--- src/rtl/aud_i2s_tx_if.sv ---
// Sample-pair handshake between the DSP sample path and the I2S transmitter.
interface aud_i2s_tx_if #(
    parameter int unsigned DATA_W = 16
);
    logic              i_valid;
    logic [DATA_W-1:0] i_left;
    logic [DATA_W-1:0] i_right;
    logic              o_ready;

    modport master (
        output i_valid,
        output i_left,
        output i_right,
        input  o_ready
    );

    modport slave (
        input  i_valid,
        input  i_left,
        input  i_right,
        output o_ready
    );
endinterface

--- src/rtl/aud_i2s_tx.sv ---
// Stereo serial-audio transmitter: one-frame holding buffer, LR-clock edge
// detection and MSB-first serialisation in I2S or left-justified format.
module aud_i2s_tx #(
    parameter int unsigned DATA_W   = 16,
    parameter bit          I2S_MODE = 1'b1,
    parameter bit          MONO     = 1'b0
) (
    input  logic        i_bclk,
    input  logic        i_rst,
    input  logic        i_daclrck,
    input  logic        i_en,
    input  logic        i_mute,
    aud_i2s_tx_if.slave smp,
    output logic        o_aud_dacdat,
    output logic        o_underflow,
    output logic        o_chan,
    output logic [1:0]  o_state
);

    localparam int unsigned CNT_W = $clog2(DATA_W + 1);

    typedef enum logic [1:0] {
        ST_IDLE  = 2'd0,
        ST_DELAY = 2'd1,
        ST_SHIFT = 2'd2,
        ST_PAD   = 2'd3
    } state_t;

    state_t            state_q, state_d;
    logic [DATA_W-1:0] shift_q, shift_d;
    logic [CNT_W-1:0]  cnt_q, cnt_d;
    logic              dat_q, dat_d;
    logic              chan_q, chan_d;

    logic              lrclk_q, lrclk_d;
    logic              full_q, full_d;
    logic [DATA_W-1:0] buf_left_q, buf_left_d;
    logic [DATA_W-1:0] buf_right_q, buf_right_d;
    logic [DATA_W-1:0] act_left_q, act_left_d;
    logic [DATA_W-1:0] act_right_q, act_right_d;
    logic              underflow_q, underflow_d;

    logic              lr_edge;
    logic              frame_start;
    logic              left_load;
    logic              accept;
    logic [DATA_W-1:0] sel_sample;

    // Edge detect, holding-buffer handshake, frame load and sample selection.
    always_comb begin
        lrclk_d     = i_daclrck;
        lr_edge     = (i_daclrck != lrclk_q);
        frame_start = lr_edge & i_en;
        left_load   = frame_start & ~i_daclrck;
        accept      = smp.i_valid & ~full_q;

        full_d      = full_q;
        buf_left_d  = buf_left_q;
        buf_right_d = buf_right_q;
        act_left_d  = act_left_q;
        act_right_d = act_right_q;
        underflow_d = 1'b0;

        if (left_load) begin
            full_d = 1'b0;
            if (full_q) begin
                act_left_d  = buf_left_q;
                act_right_d = buf_right_q;
            end else begin
                act_left_d  = '0;
                act_right_d = '0;
                underflow_d = 1'b1;
            end
        end

        // Accept only happens while empty, so a same-cycle load has already
        // taken the old contents (zero pair) before the new pair lands here.
        if (accept) begin
            buf_left_d  = smp.i_left;
            buf_right_d = smp.i_right;
            full_d      = 1'b1;
        end

        // The left slot must use the pair being loaded this very cycle.
        sel_sample = '0;
        if (i_mute) begin
            sel_sample = '0;
        end else if (!i_daclrck) begin
            sel_sample = full_q ? buf_left_q : '0;
        end else begin
            sel_sample = MONO ? act_left_q : act_right_q;
        end
    end

    // Holding buffer, active pair, LR clock history and underflow pulse.
    always_ff @(posedge i_bclk or posedge i_rst) begin
        if (i_rst) begin
            lrclk_q     <= 1'b0;
            full_q      <= 1'b0;
            buf_left_q  <= '0;
            buf_right_q <= '0;
            act_left_q  <= '0;
            act_right_q <= '0;
            underflow_q <= 1'b0;
        end else begin
            lrclk_q     <= lrclk_d;
            full_q      <= full_d;
            buf_left_q  <= buf_left_d;
            buf_right_q <= buf_right_d;
            act_left_q  <= act_left_d;
            act_right_q <= act_right_d;
            underflow_q <= underflow_d;
        end
    end

    // Serialiser next state: any edge restarts the word, otherwise step the FSM.
    always_comb begin
        state_d = state_q;
        shift_d = shift_q;
        cnt_d   = cnt_q;
        dat_d   = 1'b0;
        chan_d  = chan_q;

        if (lr_edge) begin
            if (i_en) begin
                chan_d = i_daclrck;
                if (I2S_MODE) begin
                    state_d = ST_DELAY;
                    shift_d = sel_sample;
                    cnt_d   = '0;
                end else begin
                    // Left-justified: the MSB goes out on the edge-detect cycle.
                    state_d = ST_SHIFT;
                    dat_d   = sel_sample[DATA_W-1];
                    shift_d = {sel_sample[DATA_W-2:0], 1'b0};
                    cnt_d   = CNT_W'(1);
                end
            end else begin
                state_d = ST_IDLE;
            end
        end else begin
            case (state_q)
                ST_IDLE: begin
                    state_d = ST_IDLE;
                end
                ST_DELAY: begin
                    state_d = ST_SHIFT;
                    dat_d   = shift_q[DATA_W-1];
                    shift_d = {shift_q[DATA_W-2:0], 1'b0};
                    cnt_d   = CNT_W'(1);
                end
                ST_SHIFT: begin
                    if (cnt_q == CNT_W'(DATA_W)) begin
                        state_d = ST_PAD;
                    end else begin
                        dat_d   = shift_q[DATA_W-1];
                        shift_d = {shift_q[DATA_W-2:0], 1'b0};
                        cnt_d   = cnt_q + CNT_W'(1);
                    end
                end
                ST_PAD: begin
                    state_d = ST_PAD;
                end
                default: begin
                    state_d = ST_IDLE;
                end
            endcase
        end
    end

    // Serialiser registers; all outputs come straight from these flops.
    always_ff @(posedge i_bclk or posedge i_rst) begin
        if (i_rst) begin
            state_q <= ST_IDLE;
            shift_q <= '0;
            cnt_q   <= '0;
            dat_q   <= 1'b0;
            chan_q  <= 1'b0;
        end else begin
            state_q <= state_d;
            shift_q <= shift_d;
            cnt_q   <= cnt_d;
            dat_q   <= dat_d;
            chan_q  <= chan_d;
        end
    end

    assign smp.o_ready  = ~full_q;
    assign o_aud_dacdat = dat_q;
    assign o_underflow  = underflow_q;
    assign o_chan       = chan_q;
    assign o_state      = state_q;

endmodule

--- src/flat_wrapper.sv ---
// flat-port wrapper written by rule: the top's interface ports become plain ports
module aud_i2s_tx_flat 
#(
    parameter int unsigned DATA_W   = 16,
    parameter bit          I2S_MODE = 1'b1,
    parameter bit          MONO     = 1'b0
)
  (i_bclk, i_rst, i_daclrck, i_en, i_mute, o_aud_dacdat, o_underflow, o_chan, o_state, smp_i_valid, smp_i_left, smp_i_right, smp_o_ready);
  aud_i2s_tx_if #(.DATA_W(DATA_W)) smp_i ();
  input  logic i_bclk;
  input  logic i_rst;
  input  logic i_daclrck;
  input  logic i_en;
  input  logic i_mute;
  output logic o_aud_dacdat;
  output logic o_underflow;
  output logic o_chan;
  output logic [1:0] o_state;
  input wire logic [$bits(smp_i.i_valid)-1:0] smp_i_valid;
  input wire logic [$bits(smp_i.i_left)-1:0] smp_i_left;
  input wire logic [$bits(smp_i.i_right)-1:0] smp_i_right;
  output wire logic [$bits(smp_i.o_ready)-1:0] smp_o_ready;
  assign smp_i.i_valid = smp_i_valid;
  assign smp_i.i_left = smp_i_left;
  assign smp_i.i_right = smp_i_right;
  assign smp_o_ready = smp_i.o_ready;
  aud_i2s_tx #(.DATA_W(DATA_W), .I2S_MODE(I2S_MODE), .MONO(MONO)) u_core (.i_bclk(i_bclk), .i_rst(i_rst), .i_daclrck(i_daclrck), .i_en(i_en), .i_mute(i_mute), .smp(smp_i), .o_aud_dacdat(o_aud_dacdat), .o_underflow(o_underflow), .o_chan(o_chan), .o_state(o_state));
endmodule
--- config.mk ---
export PLATFORM = sky130hd
export DESIGN_NAME = aud_i2s_tx_flat
export DESIGN_NICKNAME = d
export VERILOG_FILES = /design/src/rtl/aud_i2s_tx_if.sv /design/src/rtl/aud_i2s_tx.sv /design/src/flat_wrapper.sv
export SDC_FILE = /design/constraint.sdc
export NUM_CORES = 1
export LEC_CHECK = 0
export BUFFER_PORTS_ARGS = -buffer_cell sky130_fd_sc_hd__buf_2
export CAP_MARGIN = 20
export CORE_MARGIN = 2
export CORE_UTILIZATION = 60
export CTS_BUF_LIST = sky130_fd_sc_hd__clkbuf_4
export DETAILED_ROUTE_END_ITERATION = 12
export PLACE_DENSITY_LB_ADDON = 0.25
export SLEW_MARGIN = 20
export SYNTH_ARGS = -nofsm -noshare
export SYNTH_HDL_FRONTEND = slang
export SYNTH_SLANG_ARGS = --single-unit
--- constraint.sdc ---
create_clock -name i_bclk -period 3.3 [get_ports i_bclk]
set_clock_uncertainty 0.1 [all_clocks]
set_input_delay 0.66 -clock i_bclk [delete_from_list [all_inputs] [get_ports i_bclk]]
set_output_delay 0.66 -clock i_bclk [all_outputs]
set_load 0.005 [all_outputs]
==> results_dict.tcl <==
set metrics [dict create \
    met1_length_um 2990 \
    highest_layer "met4" \
    clk_latency_ns 0.40 \
    outcome "finished clean" \
    worstRegToRegCells 7 \
    async_flop_share 1.00 \
    synth_largest_area_cell "dfrtp_1" \
    drt-vias-per-instance 5.65 \
    crit_slowest_cell "dfrtp_1" \
    clk_pin_slew_ns 0.13 \
    ys_types 38 \
    clockPowerShare 0.210 \
    die_h_um 79.7 \
    timing.rr.start "u_core.o_state[0]$_DFFE_PP0P_" \
    hold_viol 0 \
    synth_top_family_by_area "multiplexers" \
    drv_slew 0 \
    max-slew-margin-rel 0.476 \
    cts-root-buf "clkbuf_4" \
    synth_compound_area_frac 0.107 \
    cts_hold_buf 0 \
    critical_path_required_ns 3.48 \
    synth-edff-count 0 \
    comb_power_share 0.277 \
    cp_data_arrival_time_ns 2.28 \
    cts.sinks 76 \
    fmax_mhz 477 \
    max_cap_viol_count 0 \
    ctsHtreeMaxLevel 3 \
    worstSetupEndpointType "flip-flop" \
    cp_slowest_stage_delay_ns 0.45 \
    dp_slack_ns 1.03 \
    vias 2276 \
    criticalPathCategory "reg -> reg" \
    syn_nets 328 \
    gp_congestion 0.809 \
    worst_hold_slack_ns 0.282 \
    synth-xor-area-share 0.0127 \
    met3_length_um 246 \
    clockBufferDepth 2 \
    timing.setup.tns_ns 0 \
    route.detailed.drc 0 \
    switching_share 0.324 \
    drt_iter0_drc 256 \
    reg2reg_to "u_core.shift_q[2]$_DFFE_PP0P_" \
    coreArea_mm2 0.00551 \
    final_antenna_net_count 0 \
    drt-pass1-iter-count 5 \
    wl_per_cell_um 15.6 \
    synth_seq_cells 76 \
    initial_core_util 0.624 \
    synth-adder-area-share 0.0218 \
    rows 27 \
    ios 44 \
    seqPwrFrac 0.513 \
    grt_pass1_wl_um 10700 \
    reg2reg_slack_ns 1.20 \
    antenna_found_initial 0 \
    n_fill_cell 426 \
    cts_buffers 9 \
    period_minus_slack_ns 2.10 \
    grt_setup_unrepaired "false" \
    cts_resized 0 \
    worst_slew_pin_slew_ns 0.785 \
    dr_wl_met2_um 2950 \
    fin_area_mm2 0.00385 \
    ys_seq_area_frac 0.553 \
    synth_flop_cell "dfrtp_1" \
    yosysTopAreaCellShare 0.553 \
    synth_area_per_cell_um2 12.1 \
    yosysMostFrequentCell "dfrtp_1" \
    hold_class "in -> async" \
    synth_area_mm2 0.00344 \
    yosys-mux-area-fraction 0.159 \
    port_buffers 43 \
    dpl_cell_area_mm2 0.00368 \
    grt_usage 0.222 \
    grt_pass1_vias 2221 \
    overflow 0 \
    total_power_mw 3.09 \
    setup_viol 0 \
    synth.area.top_cells "dfrtp_1, mux2_2, mux2i_1" \
    post-route-period-util 0.636 \
    drive_gt1_frac 0.332 \
    cts_tree "yes" \
    post_cts_buffers 0 \
    p_leak_nw 1.80 \
    antenna_cells 0 \
    yosys_warnings 0 \
    area_growth_pct 11.9 \
    drt_wl_total_um 6280 \
    synthCells 284 \
    pwr_density_cell_mw_per_mm2 803 \
    peakVddDrop_uv 540 \
    dieArea_mm2 0.00635 \
    grt_max_degree 40 \
    crit_fanout 13 \
    setup_ws_ns 1.20 \
    dp_hpwl_um 4380 \
    synth_commonest_cells "dfrtp_1, nand2_1, mux2_2" \
    startpoint_type "flip-flop" \
    nets 370 \
    switching_power_mw 0.999 \
    crit_top_cell "inv_1" \
    chipWidth_um 79.7 \
    synth_simple_gate_area_frac 0.0844 \
    p_int_mw 2.09 \
    crit_chain "inv_1 -> ha_1 -> inv_1 -> o211ai_2 -> nand2_2 -> buf_4 -> mux2i_1" \
]
sequential cells by signal, summed over array words and instances, names as in the netlist, 2 cells and up:
signal and count:
u_core.buf_left_q 16, u_core.o_state 2, u_core.cnt_q 5, u_core.buf_right_q 16, u_core.act_right_q 16, u_core.shift_q 16
power groups by stage:
stage | sequential (mW) | clock, mW | combinational, mW
detailed placement | 1.60 | 0 | 0.864
global placement | 1.59 | 0 | 0.818
floorplan | 1.49 | 0 | 0.725
global route | 1.64 | 0.703 | 0.968
finish | 1.59 | 0.647 | 0.856
CTS | 1.59 | 0.655 | 0.865
cell usage in the layout, fill, tap and decap left out, types with 3 or more instances in the layout:
cell / instances
o21ai_0: 23
a21oi_1: 3
nand2_1: 37
inv_1: 23
buf_2: 43
nor2_1: 4
a222oi_1: 13
ha_1: 6
a32oi_1: 3
clkbuf_4: 9
mux2i_1: 14
nand3_1: 3
mux2_4: 3
buf_4: 5
mux2_2: 32
dfrtp_1: 76
per-layer routing:
metal,global-route usage,vias to the layer above
li1,-,1086
met1,0.307,1123
met2,0.348,57
met3,0.0452,10
met4,0.0862,0
met5,0,-
per-stage QoR:
step / std cells / util
5_1_grt: 403 / 0.699
6_report: 403 / 0.699
2_1_floorplan: 284 / -
3_3_place_gp: 387 / 0.668
4_1_cts: 403 / 0.699
3_5_place_dp: 387 / 0.668
worst max path at each step:
stage / start / end / slack [ns] / cells past startpoint
CTS: u_core.o_state[0]$_DFFE_PP0P_ / u_core.shift_q[2]$_DFFE_PP0P_ / 1.22 / 7
global placement: i_daclrck / u_core.shift_q[4]$_DFFE_PP0P_ / 1.14 / 6
finish: u_core.o_state[0]$_DFFE_PP0P_ / u_core.shift_q[2]$_DFFE_PP0P_ / 1.20 / 7
global route: u_core.o_state[0]$_DFFE_PP0P_ / u_core.cnt_q[1]$_DFFE_PP0P_ / 1.07 / 7
detailed placement: i_daclrck / u_core.shift_q[2]$_DFFE_PP0P_ / 1.03 / 6
floorplan: i_rst / u_core.act_right_q[0]$_DFFE_PP0P_ / 0.60 / 1
cell type report:
class | instances | area [µm²] | area share
sequential | 76 | 1900 | 0.494
multi-input combinational | 166 | 1330 | 0.345
timing repair buffer | 49 | 273 | 0.0709
clock inverter | 7 | 98.8 | 0.0257
inverter | 24 | 90.1 | 0.0234
tap | 72 | 90.1 | 0.0234
clock buffer | 9 | 67.6 | 0.0176
critical path: cells and delay by family, from the launching register on:
kind	cells	cell delay, ns
AO/OA/AOI/OAI	1	0.19
adder cells (fa/ha/maj)	1	0.34
flip-flops	1	0.45
multiplexers	1	0.13
AND/OR/NAND/NOR	1	0.27
buffers and inverters	3	0.49
cell families (layout without fill, tap and decap cells):
group	Yosys count	count (layout)
flip-flops	76	76
multiplexers	49	49
buffers and inverters	42	89
AND/OR/NAND/NOR	57	57
AO/OA/AOI/OAI	52	52
XOR/XNOR	2	2
adder cells (fa/ha/maj)	6	6
Note: power is estimated with default switching activity, not from simulation.
